--- src/rtl/rr_port_arbiter.sv ---
// Round-robin arbiter that shares one output port between N_IN 4-phase req/ack channels.
// Grants one channel, forwards its word through a registered stage, then rotates priority.
module rr_port_arbiter #(
    parameter int unsigned N_IN    = 4,
    parameter int unsigned DATA_W  = 32,
    parameter int unsigned TIMEOUT = 255
) (
    input  logic                    clk,
    input  logic                    rst,
    input  logic [N_IN-1:0]         in_req,
    input  logic [N_IN*DATA_W-1:0]  in_data,
    output logic [N_IN-1:0]         in_ack,
    output logic                    out_req,
    output logic [DATA_W-1:0]       out_data,
    input  logic                    out_ack,
    output logic [$clog2(N_IN)-1:0] grant_idx,
    output logic                    busy,
    output logic                    timeout_err
);
    localparam int unsigned IdxW = $clog2(N_IN);
    localparam int unsigned WdW  = (TIMEOUT > 0) ? $clog2(TIMEOUT + 1) : 1;
    localparam logic [WdW-1:0]  WdMax   = WdW'(TIMEOUT);
    localparam logic [IdxW-1:0] LastIdx = IdxW'(N_IN - 1);
    localparam logic [N_IN-1:0] AckOne  = N_IN'(1);

    typedef enum logic [1:0] {StIdle, StReq, StAck} state_e;

    state_e            state_q, state_d;
    logic [IdxW-1:0]   ptr_q, ptr_d;
    logic [IdxW-1:0]   grant_q, grant_d;
    logic [DATA_W-1:0] data_q, data_d;
    logic [WdW-1:0]    wd_q, wd_d;
    logic              err_q, err_d;

    logic              req_found;
    logic [IdxW-1:0]   sel_idx;
    logic [IdxW-1:0]   cand;
    logic [DATA_W-1:0] sel_data;

    // Search ptr, ptr+1, ... (mod N_IN); the first requester found wins.
    always_comb begin
        req_found = 1'b0;
        sel_idx   = '0;
        cand      = '0;
        for (int i = 0; i < int'(N_IN); i++) begin
            cand = IdxW'((int'(ptr_q) + i) % int'(N_IN));
            if (!req_found && in_req[cand]) begin
                req_found = 1'b1;
                sel_idx   = cand;
            end
        end
    end

    always_comb begin
        sel_data = '0;
        for (int j = 0; j < int'(N_IN); j++) begin
            if (sel_idx == IdxW'(j)) begin
                sel_data = in_data[j*DATA_W +: DATA_W];
            end
        end
    end

    always_comb begin
        state_d = state_q;
        ptr_d   = ptr_q;
        grant_d = grant_q;
        data_d  = data_q;
        wd_d    = wd_q;
        err_d   = err_q;
        unique case (state_q)
            StIdle: begin
                if (req_found) begin
                    grant_d = sel_idx;
                    data_d  = sel_data;
                    wd_d    = '0;
                    state_d = StReq;
                end
            end
            StReq: begin
                if (out_ack) begin
                    state_d = StAck;
                end else if (TIMEOUT != 0 && wd_q != WdMax) begin
                    // Saturating watchdog; the transfer keeps waiting after the flag is raised.
                    wd_d = wd_q + 1'b1;
                    if (wd_d == WdMax) begin
                        err_d = 1'b1;
                    end
                end
            end
            StAck: begin
                if (!in_req[grant_q] && !out_ack) begin
                    ptr_d   = (grant_q == LastIdx) ? '0 : grant_q + 1'b1;
                    state_d = StIdle;
                end
            end
            default: state_d = StIdle;
        endcase
    end

    always_ff @(posedge clk or negedge rst) begin
        if (!rst) begin
            state_q <= StIdle;
            ptr_q   <= '0;
            grant_q <= '0;
            data_q  <= '0;
            wd_q    <= '0;
            err_q   <= 1'b0;
        end else begin
            state_q <= state_d;
            ptr_q   <= ptr_d;
            grant_q <= grant_d;
            data_q  <= data_d;
            wd_q    <= wd_d;
            err_q   <= err_d;
        end
    end

    // Handshake outputs decode straight from state, so in_ack and out_req can never overlap.
    always_comb begin
        out_req     = (state_q == StReq);
        in_ack      = (state_q == StAck) ? (AckOne << grant_q) : '0;
        busy        = (state_q != StIdle);
        out_data    = data_q;
        grant_idx   = grant_q;
        timeout_err = err_q;
    end

endmodule

--- config.mk ---
export PLATFORM = sky130hd
export DESIGN_NAME = rr_port_arbiter
export DESIGN_NICKNAME = d
export VERILOG_FILES = /design/src/rtl/rr_port_arbiter.sv
export SDC_FILE = /design/constraint.sdc
export NUM_CORES = 1
export LEC_CHECK = 0
export CORE_UTILIZATION = 35
export CTS_BUF_LIST = sky130_fd_sc_hd__clkbuf_8 sky130_fd_sc_hd__clkbuf_16
export CTS_CLUSTER_DIAMETER = 60
export DETAILED_ROUTE_END_ITERATION = 16
export MAX_ROUTING_LAYER = met4
export PLACE_DENSITY_LB_ADDON = 0.3
export SLEW_MARGIN = 25
export SYNTH_ARGS = -nofsm -noshare
export SYNTH_HDL_FRONTEND = slang
export SYNTH_SLANG_ARGS = --single-unit
--- constraint.sdc ---
create_clock -name clk -period 1.6 [get_ports clk]
set_input_delay 0.32 -clock clk [delete_from_list [all_inputs] [get_ports clk]]
set_output_delay 0.32 -clock clk [all_outputs]
set_load 0.03 [all_outputs]
==> results.cfg, run 1 <==
[setup_path]
r2r_setup_slack_ps = -250
cp-start-kind = flop
crit_chain = mux2i_2 -> a211oi_4 -> buf_6 -> buf_12 -> buf_12 -> mux2i_2 -> o221ai_2
crit_required_ps = 1780
critPathKind = flop to flop
slowest_delay_ps = 460
cp-end-kind = flop
cp_max_fo = 8
slowest_stage = dfrtp_2
cp.arrival_ps = 2030

[final_layout]
drive_above_1_share_pct = 35.7
syn_to_final_growth_pct = 96.7
final_common_cell = clkdlybuf4s50_1
fin_area_um2 = 6140
diodes = 0
layout_common_cells = 129 x clkdlybuf4s50_1, 44 x dfrtp_1, 38 x nand2_1
nets = 638

[sta]
setup_viol = 46
setup_tns_ps = -7520
finClkSkew_ps = 3.48
layout_setup_ws_ps = -251
period_needed_ps = 1850
fin_crit_sh_pct = 116
hold_ws_ps = -6.35
worst_pin_slew_ps = 346
hold_violations = 12
slew_headroom_pct = 77.0
slew_violations = 0
rsz0062_at_grt = true
clock.fmax_ghz = 0.540

[yosys]
synthAdderAreaFrac_pct = 2.40
yosys.area_share.simple_pct = 11.3
synth-edff-count = 0
yosys_warnings = 0
synth_seq_cells = 47
synthesis.nets = 424
synthMuxAreaShare_pct = 22.6
ys_types = 39
syn_area_per_cell_um2 = 11.0
ys.flop_type = dfrtp_1
synth_top_family_by_area = multiplexers
synthArstFlopShare_pct = 100
seq_area_frac_synth_pct = 37.7
synth_xor_area_share_pct = 0.841
syn-cell-area_um2 = 3120
synth_compound_area_share_pct = 18.3
synth_cells = 283

[clocking]
clock_path_buffers = 2
cts_sinks = 47
cts_tree = yes
cts_buffers = 5
clk_latency_ps = 290
clkSlewWorstSetupHoldPaths_ps = 90
root_buffer = clkbuf_8
h-tree-depth = 2

[global_route]
grt_pass1_vias = 3204
antenna_found_initial = 0
grtUsageTotal_pct = 22.3
grtUsageMet2_pct = 40.1
grt_max_degree = 48
grt_first_pass_wirelength_um = 15200
met1_usage_pct = 24.7
met3_usage_pct = 3.99
busiest_layer = met2
overflow = 0

[pwr]
peakVddDrop_mv = 0.660
power_mw = 10.1
powerDensity_nw_per_um2 = 1640
power_leakage_nw = 2.53

[detailed_routing]
via_count = 3159
drt-initial-drc-count = 121
routed_wl_um = 10800
wire_per_inst_um = 17.8
drc = 0
first_pass_iters = 7
vias_per_cell = 5.21
ant_nets = 0

[flow_run]
drv_cap = 0

[placement]
dp_hpwl_um = 7330
pre_cts_ws_ps = -677
dpl_cell_area_um2 = 5230
port_buffers = 175
routabilityCongestion = 0.855

[die]
num_rows = 34
start_util_pct = 36.0
dieArea_um2 = 9300
core_um2 = 8680
fp.dieW_um = 96.5
die_y_um = 96.5
num_io_pins = 176

[hold_path]
min_path_type = input port to asynchronous set/reset pin

[status]
run_status = complete, but fails checks
violations = negative hold slack, negative setup slack
where the power goes:
group | switching, mW | total (mW) | internal, mW | leakage (nW)
combinational | 3.64 | 7.26 | 3.61 | 1.89
sequential | 0.337 | 2.05 | 1.71 | 0.589
clock | 0.397 | 0.786 | 0.389 | 0.0557
cells in the mapped netlist, types with 2 or more instances:
library cell / instances / area share (%)
mux2i_1: 65 / 21
dfrtp_1: 47 / 38
nand2_1: 39 / 4.7
o221ai_2: 20 / 9.6
o221ai_1: 12 / 3.4
o21ai_1: 9 / 1.4
clkbuf_1: 7 / 0.84
ha_1: 6 / 2.4
nor2_1: 6 / 0.72
and2_1: 5 / 1.0
buf_12: 5 / 3.2
buf_2: 5 / 0.80
inv_1: 5 / 0.60
nand2b_1: 5 / 1.0
nand3_1: 5 / 0.80
buf_6: 4 / 1.4
o31ai_1: 4 / 0.96
nor2b_1: 3 / 0.60
o21ai_0: 3 / 0.48
a21o_1: 2 / 0.48
a21oi_1: 2 / 0.32
a31oi_1: 2 / 0.40
and3_1: 2 / 0.40
mux2_1: 2 / 0.72
nand3b_1: 2 / 0.48
nor3b_1: 2 / 0.48
xnor2_1: 2 / 0.56
final timing paths:
path | startpoint | to | depth (start not counted)
min in group clk | timeout_err | timeout_err | 1
hold reg to reg | timeout_err | timeout_err | 1
setup reg to reg | ptr_q[1] | out_data[26] | 7
setup / recovery | ptr_q[1] | out_data[26] | 7
max in group asynchronous | rst | ptr_q[1] | 2
hold / removal | rst | out_data[21] | 2
logic make-up (layout without fill, tap and decap cells):
| group | after synthesis | count (layout) |
|---|---|---|
| xor+xnor | 3 | 3 |
| simple gates | 74 | 74 |
| mux | 69 | 69 |
| fa+ha+maj | 6 | 6 |
| flops | 47 | 47 |
| buf+inv | 26 | 241 |
| compound gates | 58 | 58 |
worst max-delay path: cells and delay by family (launching register included):
family	cells	cell delay [ps]
multiplexers	2	420
flip-flops	1	460
AO/OA/AOI/OAI	2	380
buffers and inverters	3	470
sequential cells by signal, indices dropped and copies added, names as in the netlist:
| name | count |
|---|---|
| grant_idx | 2 |
| out_data | 32 |
| ptr_q | 2 |
| state_q | 2 |
| timeout_err | 1 |
| wd_q | 8 |
area by class of cell:
| cell class | instances | area [um^2] |
|---|---|---|
| fill | 644 | 2540 |
| inverter | 5 | 23.8 |
| multi-input combinational | 210 | 2340 |
| timing repair buffer | 228 | 2360 |
| clock inverter | 1 | 3.75 |
| tap | 108 | 135 |
| clock buffer | 7 | 96.3 |
| sequential | 47 | 1180 |
metrics by stage:
| step | std cells | hold WS [ps] | utilization [%] |
|---|---|---|---|
| after global routing | 606 | 10.2 | 70.8 |
| after CTS | 604 | 1.18 | 67.4 |
| final | 606 | -6.35 | 70.8 |
| after global placement | 582 | 325 | 60.2 |
| after detailed placement | 582 | 325 | 60.2 |
| after floorplan | 283 | 24.4 | - |
repair_timing:
action                     CTS  global route
hold buffers                 0             0
pin swaps                   18             5
gates cloned                 3             1
setup buffers               11             2
setup endpoints to repair   85            50
gates resized for setup    134            53
layer usage:
| metal | wire (um) | vias up |
|---|---|---|
| met5 | 0 | - |
| met4 | 227 | 0 |
| met3 | 909 | 16 |
| met2 | 5440 | 158 |
| met1 | 4210 | 1498 |
| li1 | - | 1487 |
(Power assumes the default switching activity.)
==> run 2: changes to the inputs <==
--- a/config.mk
+++ b/config.mk
@@ -11,7 +11,7 @@
 export DETAILED_ROUTE_END_ITERATION = 16
 export MAX_ROUTING_LAYER = met4
 export PLACE_DENSITY_LB_ADDON = 0.3
-export SLEW_MARGIN = 25
+export SLEW_MARGIN = 30
 export SYNTH_ARGS = -nofsm -noshare
 export SYNTH_HDL_FRONTEND = slang
 export SYNTH_SLANG_ARGS = --single-unit
==> results of run 2 <==
No change in the layout: final DEF, timing and power equal those of run 1.
==> run 3: changes to the inputs <==
--- a/config.mk
+++ b/config.mk
@@ -8,8 +8,8 @@
 export CORE_UTILIZATION = 35
 export CTS_BUF_LIST = sky130_fd_sc_hd__clkbuf_8 sky130_fd_sc_hd__clkbuf_16
 export CTS_CLUSTER_DIAMETER = 60
+export CTS_CLUSTER_SIZE = 8
 export DETAILED_ROUTE_END_ITERATION = 16
-export MAX_ROUTING_LAYER = met4
 export PLACE_DENSITY_LB_ADDON = 0.3
 export SLEW_MARGIN = 30
 export SYNTH_ARGS = -nofsm -noshare
==> results.cfg, run 3 (synthesized netlist as in run 1, its figures left out) <==
[sta]
hold_ws_ps = -6.58
finClkSkew_ps = 3.88
slew_violations = 0
slew_headroom_pct = 77.0
layout_setup_ws_ps = -253
period_needed_ps = 1850
clock.fmax_ghz = 0.540
rsz0062_at_grt = true
fin_crit_sh_pct = 116
setup_viol = 46
setup_tns_ps = -7550
hold_violations = 12
worst_pin_slew_ps = 346

[clocking]
clkSlewWorstSetupHoldPaths_ps = 90
cts_hold_buf = 0
clk_latency_ps = 290
h-tree-depth = 2
cts_tree = yes
root_buffer = clkbuf_8
cts_buffers = 5
clock_path_buffers = 2
cts_sinks = 47

[setup_path]
cp-end-kind = flop
cp_max_fo = 8
critPathKind = flop to flop
crit_required_ps = 1780
cp.arrival_ps = 2030
reg2reg_from = ptr_q[1]
crit_start = ptr_q[1]
cp-start-kind = flop

[final_layout]
syn_to_final_growth_pct = 96.7
largest_reg_flops = 32
drive_above_1_share_pct = 35.7
seq_area_um2 = 1180
nets = 638
diodes = 0
final_common_cell = clkdlybuf4s50_1
final_cells = 606
n_fill_cell = 644
layout_common_cells = 129 x clkdlybuf4s50_1, 44 x dfrtp_1, 38 x nand2_1
multiInputGateArea_um2 = 2340

[die]
core_um2 = 8680
start_util_pct = 36.0
die_y_um = 96.5
dieArea_um2 = 9300
fp.dieW_um = 96.5
num_io_pins = 176
num_rows = 34

[status]
violations = negative hold slack, negative setup slack
run_status = complete, but fails checks

[global_route]
grt_first_pass_wirelength_um = 15300
grtUsageTotal_pct = 21.7
antenna_found_initial = 0
grt_pass1_vias = 3197
overflow = 0
grt_max_degree = 48

[pwr]
power_mw = 10.1
peakVddDrop_mv = 0.660
powerDensity_nw_per_um2 = 1640
power_leakage_nw = 2.53

[detailed_routing]
drt-initial-drc-count = 116
routed_wl_um = 10800
vias_per_cell = 5.19
ant_nets = 0
via_count = 3143
first_pass_iters = 7
wire_per_inst_um = 17.8
drc = 0

[hold_path]
min_path_type = input port to asynchronous set/reset pin

[placement]
port_buffers = 175
routabilityCongestion = 0.842
dp_hpwl_um = 7330
pre_cts_ws_ps = -677
dpl.cell_count = 582

[flow_run]
drv_cap = 0
run 3: cell counts in the layout (fill, tap and decap cells not counted):
Identical to the previous run, type by type.
run 3: worst max-delay path, stage by stage (launching register included):
cell and delay [ps]:
dfrtp_2 460, mux2i_2 180, a211oi_4 260, buf_6 140, buf_12 160, buf_12 170, mux2i_2 240, o221ai_2 120
run 3: path summary, 6_finish.rpt:
kind / end / cells after the start / slack, ps
worst min-delay path: out_data[21] / 2 / -7
worst min register to register: timeout_err / 1 / 470
worst max-delay path: out_data[26] / 7 / -250
worst max register to register: out_data[26] / 7 / -250
max in group asynchronous: ptr_q[1] / 2 / 1380
min in group clk: timeout_err / 1 / 470
run 3: repair_timing:
action / in CTS / in global routing
setup buffers: 11 / 2
gates cloned: 3 / 1
pin swaps: 18 / 5
endpoints found under the setup margin: 85 / 50
hold endpoints to repair: 0 / 0
resized for setup: 134 / 53
run 3: final cells by class:
class	count	share of cell area, %
clock buffers	7	1.57
inverters	5	0.387
repair buffers	228	38.4
clock inverters	1	0.0611
flip-flops and latches	47	19.2
multi-input cells	210	38.1
well taps	108	2.20
run 3: through the flow:
| step | hold WS, ps | instance area, um^2 | util (%) |
|---|---|---|---|
| 3_3_place_gp | 325 | 5230 | 60.2 |
| 6_report | -6.58 | 6140 | 70.8 |
| 2_1_floorplan | 24.4 | 3210 | - |
| 5_1_grt | 11.0 | 6140 | 70.8 |
| 3_5_place_dp | 325 | 5230 | 60.2 |
| 4_1_cts | 1.18 | 5850 | 67.4 |
run 3: power breakdown:
| part | switching, mW | internal, mW |
|---|---|---|
| logic | 3.64 | 3.62 |
| registers | 0.337 | 1.71 |
| clock network | 0.396 | 0.389 |
run 3: metal layers:
metal | global-route usage (%) | wire length, um
met1 | 24.4 | 4190
met2 | 40.0 | 5430
met3 | 4.69 | 912
met5 | 0 | 0
met4 | 7.48 | 223
